<file path="config.mk">
export PLATFORM = sky130hd
export DESIGN_NAME = fetch_queue_unit_flat
export DESIGN_NICKNAME = d
export VERILOG_FILES = /design/src/rtl/mips_pipe_pkg.sv /design/src/rtl/fetch_queue_unit_if.sv /design/src/rtl/fetch_fifo.sv /design/src/rtl/fetch_queue_unit.sv /design/src/flat_wrapper.sv
export SDC_FILE = /design/constraint.sdc
export NUM_CORES = 1
export LEC_CHECK = 0
export CORE_MARGIN = 10
export CORE_UTILIZATION = 44
export CTS_CLUSTER_SIZE = 24
export DETAILED_ROUTE_END_ITERATION = 10
export PLACE_DENSITY = 0.78
export RECOVER_POWER = 25
export SYNTH_ARGS = -nofsm -noshare
export SYNTH_HDL_FRONTEND = slang
export SYNTH_SLANG_ARGS = --single-unit
</file>
<file path="constraint.sdc">
create_clock -name clk -period 3.8 [get_ports clk]
set_input_delay 0.76 -clock clk [delete_from_list [all_inputs] [get_ports clk]]
set_output_delay 0.76 -clock clk [all_outputs]
set_load 0.1 [all_outputs]
</file>
<file path="src/rtl/mips_pipe_pkg.sv">
// Shared fetch/issue pipeline constants and the prefetch queue entry format.
package mips_pipe_pkg;

    localparam int INSTR_W = 32;
    localparam int ADDR_W  = 32;

    localparam logic [ADDR_W-1:0]  PC_INCR          = 32'h4;
    localparam logic [ADDR_W-1:0]  DEFAULT_RESET_PC = 32'h0000_0000;
    localparam logic [INSTR_W-1:0] NOP_INSTR        = 32'h0;

    typedef struct packed {
        logic [INSTR_W-1:0] instr;
        logic [ADDR_W-1:0]  next_pc;
    } fetch_entry_t;

    function automatic logic [ADDR_W-1:0] word_align(input logic [ADDR_W-1:0] addr);
        return {addr[ADDR_W-1:2], 2'b00};
    endfunction

endpackage

</file>
<file path="src/rtl/fetch_queue_unit_if.sv">
// Instruction-memory, redirect and issue handshake signals of the fetch stage.
interface fetch_queue_unit_if;
    import mips_pipe_pkg::*;

    logic               imem_req_o;
    logic [ADDR_W-1:0]  imem_addr_o;
    logic [INSTR_W-1:0] imem_rdata_i;
    logic               imem_rvalid_i;
    logic               redirect_i;
    logic [ADDR_W-1:0]  redirect_pc_i;
    logic               instr_valid_o;
    logic [INSTR_W-1:0] instr_o;
    logic [ADDR_W-1:0]  next_pc_o;
    logic               iss_ready_i;

    modport master (
        output imem_req_o, imem_addr_o, instr_valid_o, instr_o, next_pc_o,
        input  imem_rdata_i, imem_rvalid_i, redirect_i, redirect_pc_i, iss_ready_i
    );

    modport slave (
        input  imem_req_o, imem_addr_o, instr_valid_o, instr_o, next_pc_o,
        output imem_rdata_i, imem_rvalid_i, redirect_i, redirect_pc_i, iss_ready_i
    );

endinterface

</file>
<file path="src/rtl/fetch_fifo.sv">
// Circular buffer of fetched {instr, next_pc} entries; the parent prevents overflow.
module fetch_fifo
    import mips_pipe_pkg::*;
#(
    parameter int DEPTH = 4
) (
    input  logic                   clk,
    input  logic                   reset,
    input  logic                   flush,
    input  logic                   push,
    input  fetch_entry_t           push_data,
    input  logic                   pop,
    output fetch_entry_t           head_data,
    output logic [$clog2(DEPTH):0] count
);

    localparam int PTR_W = $clog2(DEPTH);

    fetch_entry_t     mem [DEPTH];
    logic [PTR_W-1:0] wr_ptr;
    logic [PTR_W-1:0] rd_ptr;

    // NOTE: storage has no reset; entries are only observed once count says they were written.
    always_ff @(posedge clk) begin
        if (push && !flush) begin
            mem[wr_ptr] <= push_data;
        end
    end

    always_ff @(posedge clk or negedge reset) begin
        if (!reset) begin
            wr_ptr <= '0;
            rd_ptr <= '0;
            count  <= '0;
        end else if (flush) begin
            wr_ptr <= '0;
            rd_ptr <= '0;
            count  <= '0;
        end else begin
            if (push) wr_ptr <= wr_ptr + 1'b1;
            if (pop)  rd_ptr <= rd_ptr + 1'b1;
            case ({push, pop})
                2'b10:   count <= count + 1'b1;
                2'b01:   count <= count - 1'b1;
                default: count <= count;
            endcase
        end
    end

    assign head_data = mem[rd_ptr];

endmodule

</file>
<file path="src/rtl/fetch_queue_unit.sv">
// Fetch stage: sequential PC generation, pipelined imem requests and a prefetch queue with redirect flush.
module fetch_queue_unit
    import mips_pipe_pkg::*;
#(
    parameter int                DEPTH    = 4,
    parameter logic [ADDR_W-1:0] RESET_PC = DEFAULT_RESET_PC
) (
    input  logic               clk,
    input  logic               reset,
    fetch_queue_unit_if.master bus
);

    localparam int CNT_W = $clog2(DEPTH) + 1;

    logic [ADDR_W-1:0] fetch_pc;
    logic [ADDR_W-1:0] inflight_pc;
    logic              inflight;
    logic              kill;
    logic              req;
    logic              push;
    logic              pop;
    logic              head_valid;
    logic [CNT_W-1:0]  count;
    fetch_entry_t      push_data;
    fetch_entry_t      head_data;

    // Slots are reserved for queued plus in-flight fetches; a same-cycle pop is not
    // credited so iss_ready_i never reaches imem_req_o. Reset also masks the request.
    assign req = reset && !bus.redirect_i
              && ((count + CNT_W'(inflight)) < CNT_W'(DEPTH));

    always_ff @(posedge clk or negedge reset) begin
        if (!reset) begin
            fetch_pc    <= RESET_PC;
            inflight_pc <= RESET_PC;
            inflight    <= 1'b0;
            kill        <= 1'b0;
        end else begin
            inflight <= req;
            kill     <= bus.redirect_i && inflight;
            if (bus.redirect_i) begin
                fetch_pc <= word_align(bus.redirect_pc_i);
            end else if (req) begin
                fetch_pc    <= fetch_pc + PC_INCR;
                inflight_pc <= fetch_pc;
            end
        end
    end

    assign push              = bus.imem_rvalid_i && inflight && !kill;
    assign push_data.instr   = bus.imem_rdata_i;
    assign push_data.next_pc = inflight_pc + PC_INCR;
    assign head_valid        = (count != '0);
    assign pop               = head_valid && bus.iss_ready_i;

    fetch_fifo #(
        .DEPTH (DEPTH)
    ) u_fifo (
        .clk       (clk),
        .reset     (reset),
        .flush     (bus.redirect_i),
        .push      (push),
        .push_data (push_data),
        .pop       (pop),
        .head_data (head_data),
        .count     (count)
    );

    assign bus.imem_req_o    = req;
    assign bus.imem_addr_o   = fetch_pc;
    assign bus.instr_valid_o = head_valid;
    assign bus.instr_o       = head_valid ? head_data.instr : NOP_INSTR;
    assign bus.next_pc_o     = head_valid ? head_data.next_pc : '0;

endmodule

</file>
<file path="src/flat_wrapper.sv">
// flat-port wrapper written by rule: the top's interface ports become plain ports
module fetch_queue_unit_flat import mips_pipe_pkg::*;
#(
    parameter int                DEPTH    = 4,
    parameter logic [ADDR_W-1:0] RESET_PC = DEFAULT_RESET_PC
)
  (clk, reset, bus_imem_req_o, bus_imem_addr_o, bus_instr_valid_o, bus_instr_o, bus_next_pc_o, bus_imem_rdata_i, bus_imem_rvalid_i, bus_redirect_i, bus_redirect_pc_i, bus_iss_ready_i);
  fetch_queue_unit_if bus_i ();
  input  logic clk;
  input  logic reset;
  output wire logic [$bits(bus_i.imem_req_o)-1:0] bus_imem_req_o;
  output wire logic [$bits(bus_i.imem_addr_o)-1:0] bus_imem_addr_o;
  output wire logic [$bits(bus_i.instr_valid_o)-1:0] bus_instr_valid_o;
  output wire logic [$bits(bus_i.instr_o)-1:0] bus_instr_o;
  output wire logic [$bits(bus_i.next_pc_o)-1:0] bus_next_pc_o;
  input wire logic [$bits(bus_i.imem_rdata_i)-1:0] bus_imem_rdata_i;
  input wire logic [$bits(bus_i.imem_rvalid_i)-1:0] bus_imem_rvalid_i;
  input wire logic [$bits(bus_i.redirect_i)-1:0] bus_redirect_i;
  input wire logic [$bits(bus_i.redirect_pc_i)-1:0] bus_redirect_pc_i;
  input wire logic [$bits(bus_i.iss_ready_i)-1:0] bus_iss_ready_i;
  assign bus_imem_req_o = bus_i.imem_req_o;
  assign bus_imem_addr_o = bus_i.imem_addr_o;
  assign bus_instr_valid_o = bus_i.instr_valid_o;
  assign bus_instr_o = bus_i.instr_o;
  assign bus_next_pc_o = bus_i.next_pc_o;
  assign bus_i.imem_rdata_i = bus_imem_rdata_i;
  assign bus_i.imem_rvalid_i = bus_imem_rvalid_i;
  assign bus_i.redirect_i = bus_redirect_i;
  assign bus_i.redirect_pc_i = bus_redirect_pc_i;
  assign bus_i.iss_ready_i = bus_iss_ready_i;
  fetch_queue_unit #(.DEPTH(DEPTH), .RESET_PC(RESET_PC)) u_core (.clk(clk), .reset(reset), .bus(bus_i));
endmodule
</file>
==> out/metrics.cfg <==
[clock_tree]
htreeDepth = 2
cts_resized = 0
numCtsBuffers = 34
cts_buffer_depth = 3
clk_pin_slew_worst_paths_ns = 0.06
postCtsHoldBufs = 0
cts.sinks = 317
clkLatencyLatePin_ns = 0.51
cts_root_buf = clkbuf_16
cts_setup_buffers = 0
tritoncts = yes

[floorplan]
initial_core_util_pct = 44.7
fp-row-count = 63
pin_count = 167
die_x_microns = 194
die_h_microns = 194
core_sq_um = 29700
dieArea_sq_um = 37600

[sta]
timing.slew.headroom_pct = -11.1
grt_setup_unrepaired = false
finalWorstSetupSlack_ns = 0.474
clock_skew_ns = 0.0223
drv_slew = 70
finalCritPeriodShare_pct = 87.5
fin_crit_ns = 3.33
setup_tns_ns = 0
setup_viol = 0
fmax_mhz = 301
hold_viol = 0
tightest_slew_ns = 1.67

[cells_and_area]
layout.cells.most_common = edfxtp_1
multiInputGateArea_sq_um = 3910
nets = 1053
most-common-layout-cells = edfxtp_1 (248), buf_4 (71), and2_1 (69)
nFillCells = 2343
areaGrowthSynthToFinish_pct = 22.8
register_area_sq_um = 9180
postLayoutCellArea_sq_um = 16300
drive_above_1_share_pct = 23.7

[logic_synthesis]
syn-cell-area_sq_um = 13300
syn_inst = 803
ys.flop_type = edfxtp_1
ys_types = 42
yosysWarnings = 0
ys_seq_elements = 317
avgSynthCellArea_sq_um = 16.6
ys_seq_area_share_pct = 69.0
synth-async-reset-ratio_pct = 21.8
synth_edf_count = 248

[global_route]
grt_use_total_pct = 15.1
grt_pass1_vias = 7964
grt_max_degree = 70
grt_pass1_wl_microns = 45700
grt_overflow_total = 0
antenna_found_initial = 1

[pwr]
max-vdd-ir-drop_uv = 400
switchingPower_w = 0.00563
power_frac_seq_pct = 34.3
p_per_area_nw_per_um2 = 797
combPwrFrac_pct = 41.8
swShare_pct = 43.3
p_leak_nw = 5.66
power.clock.fraction_pct = 23.9
internal_power_w = 0.00739

[drt]
dr.pass1.iters = 5
via_count = 7482
drt_iter0_drc = 481
wl_per_cell_microns = 20.5
ant_nets = 0
routed_wl_microns = 28600
drcViolationCount = 0
avgViaCountPerCell = 5.37

[worst_hold_path]
hold_path.class = flip-flop to flip-flop
hold_path_depth = 1

[run]
drv_cap = 1

[setup_path]
worstSetupEndpointType = output pin
crit_path_max_fanout = 24
worstPathArrival_ns = 2.57
cp.required_ns = 3.04
start_kind = flip-flop
reg2reg_depth = 7
crit_type = flip-flop to output pin

[status]
violations = max-capacitance violations, max-slew violations
status = complete, but fails checks

[placed_design]
port_buffers = 160
place_congestion = 0.859
dpl_cell_area_sq_um = 15300
dp_slack_ns = 0.823
dp_hpwl_microns = 18900

cells in the mapped netlist, types with 2 or more instances:
library cell	instances	area [sq um]
edfxtp_1	248	7450
and2_1	73	457
dfrtp_1	69	1730
mux4_2	62	1400
nand2_1	51	191
xnor2_1	34	298
mux2_2	29	327
nand3_1	26	130
nand4_1	26	163
xor2_1	25	219
clkbuf_1	21	78.8
o21ai_0	18	90.1
nor2_1	17	63.8
buf_2	14	70.1
inv_1	13	48.8
o21ai_1	13	65.1
nor3_1	10	50.1
nor4_1	8	50.1
ha_1	6	75.1
and3_1	5	31.3
buf_4	4	30.0
or4_1	4	30.0
mux2i_1	3	30.0
nand4_2	3	37.5
a31oi_1	2	12.5
nor2_2	2	12.5
or3_1	2	12.5
power groups by stage:
stage	registers [W]	logic, W	clock network, W
6_report	0.00447	0.00544	0.00311
5_1_grt	0.00452	0.00569	0.00333
4_1_cts	0.00447	0.00553	0.00320
3_5_place_dp	0.00454	0.00552	0
3_3_place_gp	0.00452	0.00547	0
2_1_floorplan	0.00462	0.00413	0
layout make-up:
cell class / count / area share, %
flip-flops and latches: 317 / 56.2
multi-input cells: 436 / 24.0
repair buffers: 175 / 9.97
clock buffers: 43 / 5.87
well taps: 390 / 2.99
clock inverters: 18 / 0.697
inverters: 13 / 0.299
diodes: 1 / 0.0153
logic make-up after synthesis:
family	count (synthesis)	share of synthesized area (%)
DFF	317	69.0
and+or+nand+nor	235	9.87
muxes	95	13.4
xor gates and xnor gates	59	3.89
buffers and inverters	53	1.74
AOI/OAI and AO/OA	36	1.41
adders and majority gates	7	0.715
other	1	0.0282
routing by layer:
metal / up-vias / global-route usage, % / share of wire (%)
li1: 3411 / - / -
met1: 3778 / 20.0 / 43
met2: 261 / 24.3 / 48
met3: 32 / 4.03 / 7.8
met4: 0 / 3.69 / 1.5
met5: - / 0 / 0
critical path, stage by stage (launching register included):
cell     delay [ns]
dfrtp_4        0.77
buf_12         0.30
mux4_2         0.54
and2_1         0.18
buf_4          0.24
through the flow:
stage	utilization (%)	std cells	hold slack [ns]	total power, W
after floorplan	-	806	0.464	0.00875
after global placement	51.4	1331	0.507	0.00999
after detailed placement	51.4	1331	0.532	0.0101
after CTS	55.0	1392	0.511	0.0132
after global routing	55.0	1393	0.564	0.0135
final	55.0	1393	0.550	0.0130
registers in the layout (all words and copies together) (netlist names):
signal                  cells
u_core.u_fifo.mem         248
u_core.bus.imem_addr_o     30
u_core.inflight_pc         30
u_core.u_fifo.count         3
u_core.u_fifo.rd_ptr        2
u_core.u_fifo.wr_ptr        2
u_core.inflight             1
u_core.kill                 1
final timing paths:
check | slack, ns | to | start
hold reg to reg | 0.55 | u_core.inflight_pc[31]$_DFFE_PN0P_ | u_core.inflight_pc[31]$_DFFE_PN0P_
setup reg to reg | 1.02 | u_core.u_fifo.count[2]$_DFFE_PN0P_ | u_core.u_fifo.count[1]$_DFFE_PN0P_
hold / removal | 0.55 | u_core.inflight_pc[31]$_DFFE_PN0P_ | u_core.inflight_pc[31]$_DFFE_PN0P_
max in group asynchronous | 1.74 | u_core.u_fifo.rd_ptr[0]$_DFFE_PN0P_ | reset
setup / recovery | 0.47 | bus_instr_o[22] | u_core.u_fifo.rd_ptr[0]$_DFFE_PN0P_
min in group asynchronous | 0.88 | u_core.bus.imem_addr_o[13]$_DFFE_PN0P_ | reset
Note: power is estimated with default switching activity, not from simulation.
==> variant 1, RTL diff (same flow settings) <==
`DEPTH` is set to 4 in 3 places; all go to 2.
--- a/src/rtl/fetch_fifo.sv
+++ b/src/rtl/fetch_fifo.sv
@@ -2,7 +2,7 @@
 module fetch_fifo
     import mips_pipe_pkg::*;
 #(
-    parameter int DEPTH = 4
+    parameter int DEPTH = 2
 ) (
     input  logic                   clk,
     input  logic                   reset,
--- a/src/rtl/fetch_queue_unit.sv
+++ b/src/rtl/fetch_queue_unit.sv
@@ -2,7 +2,7 @@
 module fetch_queue_unit
     import mips_pipe_pkg::*;
 #(
-    parameter int                DEPTH    = 4,
+    parameter int                DEPTH    = 2,
     parameter logic [ADDR_W-1:0] RESET_PC = DEFAULT_RESET_PC
 ) (
     input  logic               clk,
--- a/src/flat_wrapper.sv
+++ b/src/flat_wrapper.sv
@@ -1,7 +1,7 @@
 // flat-port wrapper written by rule: the top's interface ports become plain ports
 module fetch_queue_unit_flat import mips_pipe_pkg::*;
 #(
-    parameter int                DEPTH    = 4,
+    parameter int                DEPTH    = 2,
     parameter logic [ADDR_W-1:0] RESET_PC = DEFAULT_RESET_PC
 )
   (clk, reset, bus_imem_req_o, bus_imem_addr_o, bus_instr_valid_o, bus_instr_o, bus_next_pc_o, bus_imem_rdata_i, bus_imem_rvalid_i, bus_redirect_i, bus_redirect_pc_i, bus_iss_ready_i);
Check against the original RTL: not equivalent (a bounded check fails within 4 cycles, from zero or initial values and one cycle with reset low).
==> variant 1 against the unedited design <==
Critical path depth up 1. Clock skew shrank 0.015 ns. Setup slack gained 0.16 ns. Global-route usage up 0.067 points. Area after synthesis fell by 36%. Power is 61% lower. Sequential cell count fell by 127. Final area down 34%. Wire length fell by 33%. Worst hold slack worse by 0.14 ns. Largest cell class unchanged. Largest power group is now sequential cells.
==> variant 1: results (changes against the unedited design) <==
actual slew at the worst max-slew pin -> 1.04 ns (-0.631 ns)
number of global-route vias before repair -> 5731 (-28%)
ys async rst share -> 34.7% (+13 points)
total number of vias -> 5752 (-23%)
layout cells sized above 1 -> 15.9% (-7.7 points)
H-tree levels -> 4 (+2)
largest net degree at the start of global routing -> 63 (-10%)
min-delay worst type -> in2async
first-pass GRT wire length -> 31000 um (-32%)
antenna cells -> 0 (-1)
DRT Wirelength -> 19300 um (-33%)
outcome -> completed
Synth Area in Compound Gates -> 6.09% (+4.7 points)
Arr. time, crit path -> 2.40 ns (-0.17 ns)
CTS max path bufs -> 2 (-1)
Global Route Usage Sum -> 15.2% (+0.067 points)
Setup Skew -> 0.00703 ns (-0.0152 ns)
Largest register FFs -> 124 (-50%)
Seq/Total Area, Yosys -> 63.1% (-5.9 points)
largest cells by area after synthesis -> edfxtp_1 44%, dfrtp_1 19%, mux2i_1 7.4%
Post-DP HPWL -> 13900 um (-26%)
Post-Synth XOR/XNOR Area -> 3.70% (-0.19 points)
switching fraction of total power -> 28.9% (-14 points)
GP Congestion -> 0.838 (-2.4%)
DRT iter0 DRCs -> 375 (-22%)
Critical Path Fanout Max -> 14 (-42%)
fill cell total of the finished layout -> 1592 (-32%)
library cells used by synthesis -> 53 (+26%)
number of synthesized flops with an enable pin -> 124 (-50%)
Root Driver -> clkbuf_16
area post-placement -> 10300 um2 (-33%)
Synth Area in Adders -> 0.294% (-0.42 points)
commonest cells in the netlist -> 124 x edfxtp_1, 94 x nor2_1, 66 x dfrtp_1
initial antenna violation count -> 0 (-1)
clk_lat worst skew -> 0.42 ns (-0.09 ns)
Max IR drop VDD -> 0.298 mV (-26%)
P_leak -> 3.89 nW (-31%)
mux share of post-synthesis cell area -> 10.7% (-2.6 points)
Num CTS Buffers -> 17 (-50%)
nets -> 894 (-15%)
Final Core Density -> 57.3% (+2.4 points)
## variant 1: cell count changes after synthesis, sizes merged, moves of 16 or more
cell and delta:
mux4 -62, nand4 -16, mux2i +59, edfxtp -124, and2 -67, a31oi +16, nand2 -16, nor2 +75
## variant 1: power groups by stage
stage	registers, mW	logic (mW)	clock network, mW
after floorplan	2.71	0.419	0
after global placement	2.53	0.871	0
after detailed placement	2.54	0.888	0
after CTS	2.50	0.890	1.72
after global routing	2.52	0.934	1.80
final	2.50	0.873	1.68
## variant 1: cell families after synthesis
family / after synthesis
adders and majority gates: 2
buffers and inverters: 50
and+or+nand+nor: 227
other: 1
AOI/OAI and AO/OA: 76
muxes: 88
DFF: 190
xor gates and xnor gates: 36
## variant 1: per-stage QoR
step,instances,worst slack [ns],TNS [ns]
floorplan,673,-0.297,-35.93
global placement,1064,1.07,0
detailed placement,1064,1.06,0
CTS,1096,0.842,0
global route,1096,0.408,0
finish,1096,0.639,0
## variant 1: path summary, 6_finish.rpt
check | startpoint | slack [ns] | end | cells past startpoint
max | reset | 0.64 | bus_imem_req_o | 5
min | reset | 0.41 | u_core.bus.imem_addr_o[25] | 1
max reg2reg | u_core.bus.imem_addr_o[4] | 1.39 | u_core.bus.imem_addr_o[22] | 4
min reg2reg | u_core.inflight_pc[18] | 0.55 | u_core.inflight_pc[18] | 2
max in group asynchronous | reset | 1.38 | u_core.u_fifo.rd_ptr | 3
min in group clk | u_core.inflight_pc[18] | 0.55 | u_core.inflight_pc[18] | 2
## variant 1: final cells by class
class / instances / area share, %
Sequential cell: 190 / 49.7
Multi-Input combinational cell: 433 / 27.4
Timing Repair Buffer: 170 / 14.4
Clock buffer: 19 / 4.00
Tap cell: 260 / 3.00
Clock inverter: 13 / 1.13
Inverter: 11 / 0.381
## variant 1: critical path, stage by stage
cell and delay, ns:
clkbuf_1 0.60, clkbuf_1 0.51, o211ai_2 0.18, inv_1 0.16, buf_12 0.19
## variant 1: metal layers
metal	share of wire, %	GRT usage (%)	routed length [um]	vias up
li1	-	-	-	2799
met1	45	19.7	8750	2766
met2	47	23.6	9000	171
met3	7.0	5.24	1350	16
met4	0.94	4.17	182	0
met5	0	0	0	-
==> variant 2, RTL diff (same settings) <==
Made on the original files. Reset style: synchronous (`reset`), changed in 2 clocked blocks.
--- a/src/rtl/fetch_fifo.sv
+++ b/src/rtl/fetch_fifo.sv
@@ -27,7 +27,7 @@
         end
     end
 
-    always_ff @(posedge clk or negedge reset) begin
+    always_ff @(posedge clk) begin
         if (!reset) begin
             wr_ptr <= '0;
             rd_ptr <= '0;
--- a/src/rtl/fetch_queue_unit.sv
+++ b/src/rtl/fetch_queue_unit.sv
@@ -29,7 +29,7 @@
     assign req = reset && !bus.redirect_i
               && ((count + CNT_W'(inflight)) < CNT_W'(DEPTH));
 
-    always_ff @(posedge clk or negedge reset) begin
+    always_ff @(posedge clk) begin
         if (!reset) begin
             fetch_pc    <= RESET_PC;
             inflight_pc <= RESET_PC;
Function: differs if reset is asserted again (counterexample within 4 cycles, from zero or initial values and one cycle with reset low); with reset held inactive, the same outputs for 4 cycles.
==> variant 2 against the unedited design <==
Register-to-register slack improved by 0.25 ns. Wire length rose by 3.2%. Count of clock-buffer cells in the layout rose by 1. Critical path type unchanged. Worst hold slack got worse by 0.070 ns. Setup slack improved by 0.088 ns. Final area barely moved. Utilization rose by 0.096 points. Sequential cell count rose by 2. Critical path depth did not move. Area after synthesis fell by 0.40%.
Power is not compared: it rests on default switching activity, and its combinational part moved more than twofold at a synthesized area within 25%.
==> variant 2: results (changes against the unedited design) <==
Largest register FFs -> 248 (unchanged)
I/O Buffers -> 160 (unchanged)
GP Congestion -> 0.846 (-1.5%)
Global Route Usage Sum -> 15.4% (+0.32 points)
initial antenna violation count -> 0 (-1)
area post-placement -> 15200 um2 (-0.28%)
total number of vias -> 7907 (+5.7%)
number of synthesized flops with an enable pin -> 248 (unchanged)
P_leak -> 5.41 nW
antenna cells -> 0 (-1)
outcome -> completed
Setup Skew -> 0.0128 ns (-0.00943 ns)
Seq/Total Area, Yosys -> 67.0% (-2.0 points)
r2r setup slk -> 1.27 ns (+0.25 ns)
Cells after DPL -> 1414 (+6.2%)
drt wl/cell -> 20.1 um (-2.3%)
Critical Path Fanout Max -> 23 (-4.2%)
R2R Path Start -> u_core.u_fifo.count[2]
nets -> 1137 (+8.0%)
Mean Syn Cell Area -> 15.0 um2 (-9.5%)
largest cells by area after synthesis -> edfxtp_1 56%, dfxtp_1 11%, mux4_2 11%
Root Driver -> clkbuf_16
layout cells sized above 1 -> 20.4% (-3.2 points)
clk slew on worst S/H paths -> 0.06 ns (about the same)
number of global-route vias before repair -> 8237 (+3.4%)
DRT iter0 DRCs -> 499 (+3.7%)
Max IR drop VDD -> 0.251 mV
first-pass GRT wire length -> 46900 um (+2.7%)
commonest cells in the netlist -> 248 x edfxtp_1, 94 x nand2_1, 71 x dfxtp_1
DRT Wirelength -> 29500 um (+3.2%)
Arr. time, crit path -> 2.48 ns (-0.09 ns)
Post-DP HPWL -> 20300 um (+7.5%)
post-CTS sizing -> 0 (unchanged)
Reg2Reg Depth -> 8 (+1)
relative slew slack -> 0.869% (+12 points)
ys async rst share -> 0% (-22 points)
Startpoint Class -> register
worst r2r dst -> u_core.u_fifo.count[2]
postcts setup bufs -> 0 (unchanged)
YS warnings -> 0 (unchanged)
pre-CTS setup slack -> 0.785 ns (-0.0380 ns)
Setup Viol. Count Final -> 0 (unchanged)
CTS max path bufs -> 3 (unchanged)
library cells used by synthesis -> 58 (+38%)
H-tree levels -> 2 (unchanged)
First-pass DRT Iterations -> 5 (unchanged)
largest net degree at the start of global routing -> 48 (-31%)
most flop-heavy register -> u_core.u_fifo.mem
last element of the critical path -> bus_next_pc_o[8]
min-delay worst type -> reg2reg
max frequency -> 309 MHz (+2.7%)
-- variant 2: cell type report --
cell class / count / area, um2
sequential: 319 / 8870
tap: 390 / 488
fill: 2380 / 13300
clock buffer: 44 / 943
inverter: 17 / 65.1
timing repair buffer: 187 / 1670
multi-input combinational: 501 / 4100
clock inverter: 13 / 175
-- variant 2: worst max-delay path: stages, from the launching register on --
cell	delay [ns]
dfxtp_4	0.65
buf_4	0.35
mux4_2	0.55
and2_1	0.17
buf_4	0.22
-- variant 2: logic make-up after synthesis --
kind of cell	count (synthesis)	share of synthesized area, %
AO/OA/AOI/OAI	94	4.46
XOR/XNOR	48	3.17
adder cells (fa/ha/maj)	8	0.813
buffers and inverters	67	2.26
flip-flops	319	67.0
multiplexers	66	10.9
other	1	0.0283
AND/OR/NAND/NOR	281	11.4
-- variant 2: power by group --
group | total [mW] | switching (mW) | internal, mW
Clock | 3.29 | 1.27 | 2.02
Sequential | 3.84 | 0.0540 | 3.79
Combinational | 0.550 | 0.383 | 0.167
Total | 7.68 | 1.70 | 5.97
-- variant 2: worst min path at each step --
stage	slack, ns	end	cells after the start	from
3_3_place_gp	0.46	u_core.inflight_pc[13]	2	u_core.inflight_pc[13]
4_1_cts	0.48	u_core.inflight_pc[31]	2	u_core.inflight_pc[31]
6_report	0.48	u_core.inflight_pc[13]	2	u_core.inflight_pc[13]
3_5_place_dp	0.47	u_core.inflight_pc[31]	2	u_core.inflight_pc[31]
2_1_floorplan	0.45	u_core.inflight_pc[13]	2	u_core.inflight_pc[13]
5_1_grt	0.50	u_core.inflight_pc[8]	2	u_core.inflight_pc[8]
-- variant 2: layer usage --
layer,wire length (um),vias up,track usage [%]
met5,0,-,0
met4,443,0,3.69
met3,2020,41,4.27
met2,14000,263,24.5
met1,13100,3906,20.6
li1,-,3697,-
